**src/rtl/super_mem_arbiter.sv**
```systemverilog
// rtl/super_mem_arbiter.sv - pipeline/loader arbiter for the single-port vector data memory
module super_mem_arbiter #(
    parameter int ELEM_SIZE    = 8,
    parameter int VECT_SIZE    = 8,
    parameter int ADDR_BITS    = 6,
    parameter int STARVE_LIMIT = 4,
    localparam int DW          = ELEM_SIZE * VECT_SIZE
) (
    input  logic                 clk_i,
    input  logic                 rst_i,
    input  logic                 p_req_i,
    input  logic                 p_we_i,
    input  logic [ADDR_BITS-1:0] p_addr_i,
    input  logic [DW-1:0]        p_wdata_i,
    output logic                 p_gnt_o,
    output logic                 p_rvalid_o,
    output logic [DW-1:0]        p_rdata_o,
    output logic                 stall_o,
    input  logic                 l_req_i,
    input  logic                 l_we_i,
    input  logic [ADDR_BITS-1:0] l_addr_i,
    input  logic [DW-1:0]        l_wdata_i,
    output logic                 l_gnt_o,
    output logic                 l_rvalid_o,
    output logic [DW-1:0]        l_rdata_o,
    output logic                 mem_we_o,
    output logic [ADDR_BITS-1:0] mem_addr_o,
    output logic [DW-1:0]        mem_wd_o,
    input  logic [DW-1:0]        mem_rd_i,
    output logic                 starve_o
);

    localparam logic [3:0] LIMIT = 4'(STARVE_LIMIT);

    logic [3:0] wait_cnt;
    logic       p_rv_q;
    logic       l_rv_q;
    logic       starve;

    // Grants are held off while reset is asserted so the memory sees no command.
    always_comb begin
        starve  = rst_i && l_req_i && (wait_cnt == LIMIT);
        l_gnt_o = rst_i && l_req_i && (!p_req_i || starve);
        p_gnt_o = rst_i && p_req_i && !l_gnt_o;
    end

    always_comb begin
        mem_we_o   = 1'b0;
        mem_addr_o = '0;
        mem_wd_o   = '0;
        if (l_gnt_o) begin
            mem_we_o   = l_we_i;
            mem_addr_o = l_addr_i;
            mem_wd_o   = l_wdata_i;
        end else if (p_gnt_o) begin
            mem_we_o   = p_we_i;
            mem_addr_o = p_addr_i;
            mem_wd_o   = p_wdata_i;
        end
    end

    assign starve_o = starve;
    assign stall_o  = p_req_i && !p_gnt_o;

    always_ff @(posedge clk_i) begin
        if (!rst_i) begin
            wait_cnt <= 4'd0;
        end else if (l_req_i && !l_gnt_o) begin
            if (wait_cnt != LIMIT) begin
                wait_cnt <= wait_cnt + 4'd1;
            end
        end else begin
            wait_cnt <= 4'd0;
        end
    end

    // Each rvalid tracks its own requester so alternating reads can return every cycle.
    always_ff @(posedge clk_i) begin
        if (!rst_i) begin
            p_rv_q <= 1'b0;
            l_rv_q <= 1'b0;
        end else begin
            p_rv_q <= p_gnt_o && !p_we_i;
            l_rv_q <= l_gnt_o && !l_we_i;
        end
    end

    assign p_rvalid_o = p_rv_q;
    assign l_rvalid_o = l_rv_q;
    assign p_rdata_o  = p_rv_q ? mem_rd_i : '0;
    assign l_rdata_o  = l_rv_q ? mem_rd_i : '0;

endmodule

```
**config.mk**
```make
export PLATFORM = sky130hd
export DESIGN_NAME = super_mem_arbiter
export DESIGN_NICKNAME = d
export VERILOG_FILES = /design/src/rtl/super_mem_arbiter.sv
export SDC_FILE = /design/constraint.sdc
export NUM_CORES = 1
export LEC_CHECK = 0
export CAP_MARGIN = 10
export CORE_AREA = 2 2 161 163
export CTS_BUF_LIST = sky130_fd_sc_hd__clkbuf_8
export CTS_CLUSTER_SIZE = 25
export DETAILED_ROUTE_END_ITERATION = 8
export DIE_AREA = 0 0 163 165
export DONT_BUFFER_PORTS = 1
export SLEW_MARGIN = 30
export SYNTH_ARGS = -nofsm -noshare
export SYNTH_HDL_FRONTEND = slang
export SYNTH_SLANG_ARGS = --single-unit
```
**constraint.sdc**
```tcl
create_clock -name clk_i -period 1.5 [get_ports clk_i]
set_input_delay 0 -clock clk_i [delete_from_list [all_inputs] [get_ports clk_i]]
set_output_delay 0 -clock clk_i [all_outputs]
set_load 0.05 [all_outputs]
```
# After elaboration in Yosys (flattened, before gate mapping)
# Index checks and enable logic that the tools add are counted.
dict set report word_totals {
  reg_bits 6
  latchBits 0
  mem_bits_rw 0
  rom_bits 0
  input_bits 210
  out_inout_bits 205
  n_memories 0
}
dict set report op_classes {
  addsub 1
  mul 0
  div 0
  magnitude_cmp 0
  n_eq_ne 2
  n_shift 0
  mux 8
  bitwise_logic 0
  reduce_logical 16
}
# cell n
set op_table {}
lappend op_table {{2-to-1 mux 64 bit} 4}
lappend op_table {{2-to-1 mux 6 bit} 2}
lappend op_table {{logical AND 1 bit} 9}
lappend op_table {{logical NOT 1 bit} 5}
lappend op_table {{adder 4 x 1 -> 4 bit, second input constant} 1}
lappend op_table {{equality test 4 x 3 -> 1 bit, second input constant} 1}
lappend op_table {{inequality test 4 x 3 -> 1 bit, second input constant} 1}
lappend op_table {{2-to-1 mux 1 bit} 2}
lappend op_table {{AND reduction 2 bit} 1}
lappend op_table {{logical OR 1 bit} 1}

# Logic depth before layout (Yosys ltp)
dict set report depth {
  ltp_word 8
  ltp_mapped 7
}

# Least setup slack after synthesis
# No wires, ideal clock.
dict set report synth_timing {
  path_type {register to output}
  startpoint {register wait_cnt[0]}
  endpoint {output mem_wd_o[50]}
  t_arrival_ps 1767
  required_ps 1500
  slack_ps -267
  stages_incl_launch_ff 7
  path_buffers 1
  cell_sequence {dfxtp_1 -> inv_1 -> ha_1 -> nand3b_4 -> a21oi_4 -> buf_2 -> a22o_1}
}
dict set report synth_between {
  elab_chain_len 8
}
# element line_no
set synth_rtl {}
lappend synth_rtl {{from (decl)} 35} ;# logic [3:0] wait_cnt;
lappend synth_rtl {{from (signal assigned)} 70} ;# wait_cnt <= wait_cnt + 4'd1;
lappend synth_rtl {{equality test 4 x 3 -> 1 bit (*)} 42} ;# starve = rst_i && l_req_i && (wait_cnt == LIMIT);
lappend synth_rtl {{logical AND 1 bit (*)} 42}
lappend synth_rtl {{logical OR 1 bit (*)} 43} ;# l_gnt_o = rst_i && l_req_i && (!p_req_i || starve);
lappend synth_rtl {{logical AND 1 bit (*)} 43}
lappend synth_rtl {{via l_gnt_o} 23} ;# output logic l_gnt_o,
lappend synth_rtl {{logical NOT 1 bit} 44} ;# p_gnt_o = rst_i && p_req_i && !l_gnt_o;
lappend synth_rtl {{logical AND 1 bit} 44}
lappend synth_rtl {{2-to-1 mux 64 bit} 55} ;# end else if (p_gnt_o) begin
lappend synth_rtl {{2-to-1 mux 64 bit (*)} 51} ;# if (l_gnt_o) begin
lappend synth_rtl {{to (decl)} 28} ;# output logic [DW-1:0] mem_wd_o,
# Mark *: on every way through the listed nets, which the timed path passes. The rest lies on a longest branch.

# Worst setup path after layout
dict set report layout_timing {
  startpoint {register wait_cnt[0]}
  endpoint {output mem_wd_o[26]}
}
dict set report layout_between {
  elab_chain_len 8
}
# element line_no
set layout_rtl {}
lappend layout_rtl {{equality test 4 x 3 -> 1 bit (*)} 42}
lappend layout_rtl {{logical AND 1 bit (*)} 42}
lappend layout_rtl {{logical OR 1 bit (*)} 43}
lappend layout_rtl {{logical AND 1 bit (*)} 43}
lappend layout_rtl {{logical NOT 1 bit} 44}
lappend layout_rtl {{logical AND 1 bit} 44}
lappend layout_rtl {{2-to-1 mux 64 bit} 55}
lappend layout_rtl {{2-to-1 mux 64 bit (*)} 51}
# Every way passes the cells marked *; elsewhere a longest branch is shown, timed or not.

==> metrics.md <==
| Metric | Value |
|---|---|
| Outcome | `finished, violations left` |
| Horiz. Die Dim | `~160 um` |
| Crit path max fanout | `72` |
| Required time of the critical path | `1.50 ns` |
| Final worst path period need | `1.78 ns` |
| CP startpoint kind | `flip-flop` |
| Lkg Pwr | `0.00171 uW` |
| Unrepaired setup endpoints after global routing | `true` |
| Final WL | `roughly 15 mm` |
| Synth top area share | `42.6%` |
| Congestion Overflow GR | `0` |
| Gate Count Post-Synth | `257` |
| Number of nets produced by synthesis | `between 400 and 500` |
| Routed Antenna Nets | `0` |
| Slew at the pin closest to its max-slew limit | `0.486 ns` |
| Proportion of layout cells with a drive suffix above 1 | `about nine tenths` |
| Total power | `approximately 2000 uW` |
| Antenna violations before repair | `4` |
| Number of hold violations in the final report | `0` |
| Footprint of the multi-input gates | `1870 um^2` |
| Routed wirelength normalized by instance count | `23.0 um` |
| Number of global-route vias before repair | `~2.3k` |
| Total number of placement rows | `a little under 60` |
| Area growth, synth to finish | `123%` |
| Chip Height | `165 um` |
| Failing checks | `negative setup slack` |
| Share of the clock period used by the worst path after layout | `119%` |
| Total CTS buffers | `3` |
| Setup-violating endpoint count in the final report | `74` |
| Average cell area after synthesis | `7.31 um^2` |
| Maximum buffer depth of the clock tree | `2` |
| Clock slew at reported path FFs | `0.03 ns` |
| Final HPWL DP | `12.0 mm` |
| Timing-limited maximum frequency | `562 MHz` |
| Clock insertion delay at the later pin of the skew report | `0.22 ns` |
| FF+latch count, synth | `6` |
| Port-buffer cells | `0` |
| Endpoint class of the critical path | `output port` |
| Class of the most critical setup path | `flip-flop to output port` |
| Max IR drop VDD | `between 0.15 and 0.2 mV` |
| GP Congestion | `a little over 0.8` |
| Area of all placed cells without fillers | `4190 um^2` |
| Iter 0 DRT Violations | `62` |
| Area of the core | `approximately 25000 um^2` |
| CTS tree | `done` |
| # Max-Cap Violations | `0` |
| Path type of the worst min-delay path | `primary input to flip-flop` |
| Pwr/cell area | `482 nW/um^2` |
| Headroom to the max-slew limit | `between 60% and 70%` |
| Number of max-slew violations in the final report | `0` |
| Sequential standard cell area | `124 um^2` |
| Largest net degree at the start of global routing | `73` |
| DIE AREA | `26900 um^2` |
| Data arrival time of the worst path | `1.78 ns` |
| Warnings, synthesis | `0` |
| Total track usage | `9.10%` |
| Cell type with the largest total area after synthesis | `sky130_fd_sc_hd__and2_1` |
| Aggregate negative setup slack | `-17.93 ns` |
| Clock tree root buffer cell | `sky130_fd_sc_hd__clkbuf_8` |
| PnR worst setup slack | `-0.280 ns` |
| Detailed-routing iteration count for the pre-antenna-repair pass | `4` |
| Fraction of the yosys area taken by sequential cells | `6.40%` |
| Placed cell area | `3750 um^2` |
| First-pass GRT wire length | `16.9 mm` |
| Number of nets in the final layout | `539` |
| Via/cell ratio | `3.83` |
| Total DRC errors in the routed layout | `0` |
| Number of sinks handled by clock tree synthesis | `6` |
| Fill count | `2773` |
| Initial cell density of the core | `under 10%` |
| Worst clock skew | `between 0.0006 and 0.0007 ns` |
| Netlist area before placement | `approximately 1900 um^2` |
| Synth cell types | `18` |
| Largest cells by area after synthesis | `sky130_fd_sc_hd__and2_1 (43%), sky130_fd_sc_hd__a22o_1 (33%), sky130_fd_sc_hd__dfxtp_1 (6.4%)` |
| Number of top-level pins | `415` |
| H-tree depth reported by CTS | `1` |
| Vias after detailed routing | `2521` |
-- sequential cells by signal (all words and copies together) (netlist names) --
name and flops:
wait_cnt 4, l_rvalid_o 1, p_rvalid_o 1
-- what timing repair did --
action | in CTS | in global routing
hold endpoints to repair | 6 | 0
cloned | 3 | 6
hold buffers | 3 | 0
setup buffers | 3 | 2
pin swaps | 3 | 2
endpoints found under the setup margin | 74 | 74
resized for setup | 16 | 7
-- worst max-delay path: stages (launching register included) --
cell	delay, ns
sky130_fd_sc_hd__dfxtp_2	0.31
sky130_fd_sc_hd__inv_2	0.06
sky130_fd_sc_hd__ha_4	0.15
sky130_fd_sc_hd__nand3b_4	0.10
sky130_fd_sc_hd__o211a_4	0.26
sky130_fd_sc_hd__buf_12	0.18
sky130_fd_sc_hd__a22o_2	0.28
sky130_fd_sc_hd__buf_12	0.15
-- worst paths after layout --
path	start	slack (ns)	cells past startpoint	end
hold / removal	rst_i	0.1	2	wait_cnt[0]$_SDFFE_PN0P_
hold reg to reg	wait_cnt[0]$_SDFFE_PN0P_	0.52	2	wait_cnt[0]$_SDFFE_PN0P_
setup reg to reg	wait_cnt[0]$_SDFFE_PN0P_	0.13	7	l_rvalid_o$_SDFF_PN0_
setup / recovery	wait_cnt[0]$_SDFFE_PN0P_	-0.28	7	mem_wd_o[26]
-- layer usage --
layer | part of all wire [%] | track usage, % | up-vias | wire length [um]
met2 | 51 | 17.1 | 259 | 7790
li1 | - | - | 1040 | -
met1 | 39 | 11.4 | 1204 | 5980
met4 | 2.6 | 1.41 | 0 | 399
met5 | 0 | 0 | - | 0
met3 | 6.6 | 0.829 | 18 | 996
-- cells in the final DEF, fill, tap and decap left out --
cell                            synthesis  routed
sky130_fd_sc_hd__a21oi_4                1       1
sky130_fd_sc_hd__a22o_1                71       1
sky130_fd_sc_hd__a22o_2                 0      65
sky130_fd_sc_hd__a22o_4                 0       5
sky130_fd_sc_hd__and2_1               128       8
sky130_fd_sc_hd__and2_2                 0     120
sky130_fd_sc_hd__buf_12                 0      67
sky130_fd_sc_hd__buf_16                 0       3
sky130_fd_sc_hd__buf_4                  0      12
sky130_fd_sc_hd__buf_6                  7       4
sky130_fd_sc_hd__clkbuf_16              0       5
sky130_fd_sc_hd__clkbuf_8               0       3
sky130_fd_sc_hd__dfxtp_1                6       3
sky130_fd_sc_hd__dfxtp_2                0       3
sky130_fd_sc_hd__diode_2                0       3
sky130_fd_sc_hd__dlygate4sd3_1          0       3
sky130_fd_sc_hd__ha_1                   2       1
sky130_fd_sc_hd__ha_4                   0       1
sky130_fd_sc_hd__inv_1                  4       2
sky130_fd_sc_hd__inv_2                  0       2
sky130_fd_sc_hd__mux2i_1                1       1
sky130_fd_sc_hd__nand2_1                2       2
sky130_fd_sc_hd__nand3_1                1       1
sky130_fd_sc_hd__nand3b_4               1       1
sky130_fd_sc_hd__nor2_1                 2       2
sky130_fd_sc_hd__nor2b_1                3       2
sky130_fd_sc_hd__nor2b_4                0       1
sky130_fd_sc_hd__nor3_1                 4       4
sky130_fd_sc_hd__o211a_4                0       1
sky130_fd_sc_hd__xnor2_1                1       1
-- per-stage QoR --
step,setup WS [ns],std cells,util [%],hold WS [ns]
finish,-0.280,658,16.7,0.0995
global route,-0.304,658,16.7,0.135
CTS,-0.250,647,15.9,0.106
detailed placement,-0.0713,636,15.0,0.0685
global placement,-0.0465,636,15.0,0.0692
floorplan,-0.0853,257,-,0.0716
-- area by class of cell --
class / instances / area share (%)
repair buffers: 94 / 40.9
inverters: 4 / 0.358
clock buffers: 3 / 0.986
flip-flops and latches: 6 / 2.96
multi-input cells: 218 / 44.7
diodes: 3 / 0.179
well taps: 330 / 9.86
-- cell families (layout without fill, tap and decap cells) --
family,Yosys count,after routing,synth area share [%]
adder cells (fa/ha/maj),2,2,1.33
AO/OA/AOI/OAI,73,73,34.5
buffers and inverters,33,101,9.93
flip-flops,6,6,6.40
XOR/XNOR,1,1,0.466
other,0,3,0
multiplexers,1,1,0.533
AND/OR/NAND/NOR,141,141,46.8
-- report_power, final --
group	leakage (uW)	switching (uW)	internal [uW]
clock network	0.0000216	59.9	171
logic	0.00164	987	633
registers	0.0000500	2.29	164
-- Yosys cell counts --
library cell and instances:
sky130_fd_sc_hd__a21oi_4 1, sky130_fd_sc_hd__a22o_1 71, sky130_fd_sc_hd__and2_1 128, sky130_fd_sc_hd__buf_2 8, sky130_fd_sc_hd__buf_6 7, sky130_fd_sc_hd__clkbuf_1 14, sky130_fd_sc_hd__dfxtp_1 6, sky130_fd_sc_hd__ha_1 2
sky130_fd_sc_hd__inv_1 4, sky130_fd_sc_hd__mux2i_1 1, sky130_fd_sc_hd__nand2_1 2, sky130_fd_sc_hd__nand3_1 1, sky130_fd_sc_hd__nand3b_4 1, sky130_fd_sc_hd__nor2_1 2, sky130_fd_sc_hd__nor2b_1 3, sky130_fd_sc_hd__nor3_1 4
sky130_fd_sc_hd__o211a_1 1, sky130_fd_sc_hd__xnor2_1 1
No activity file was read; power rests on OpenSTA's default activity.
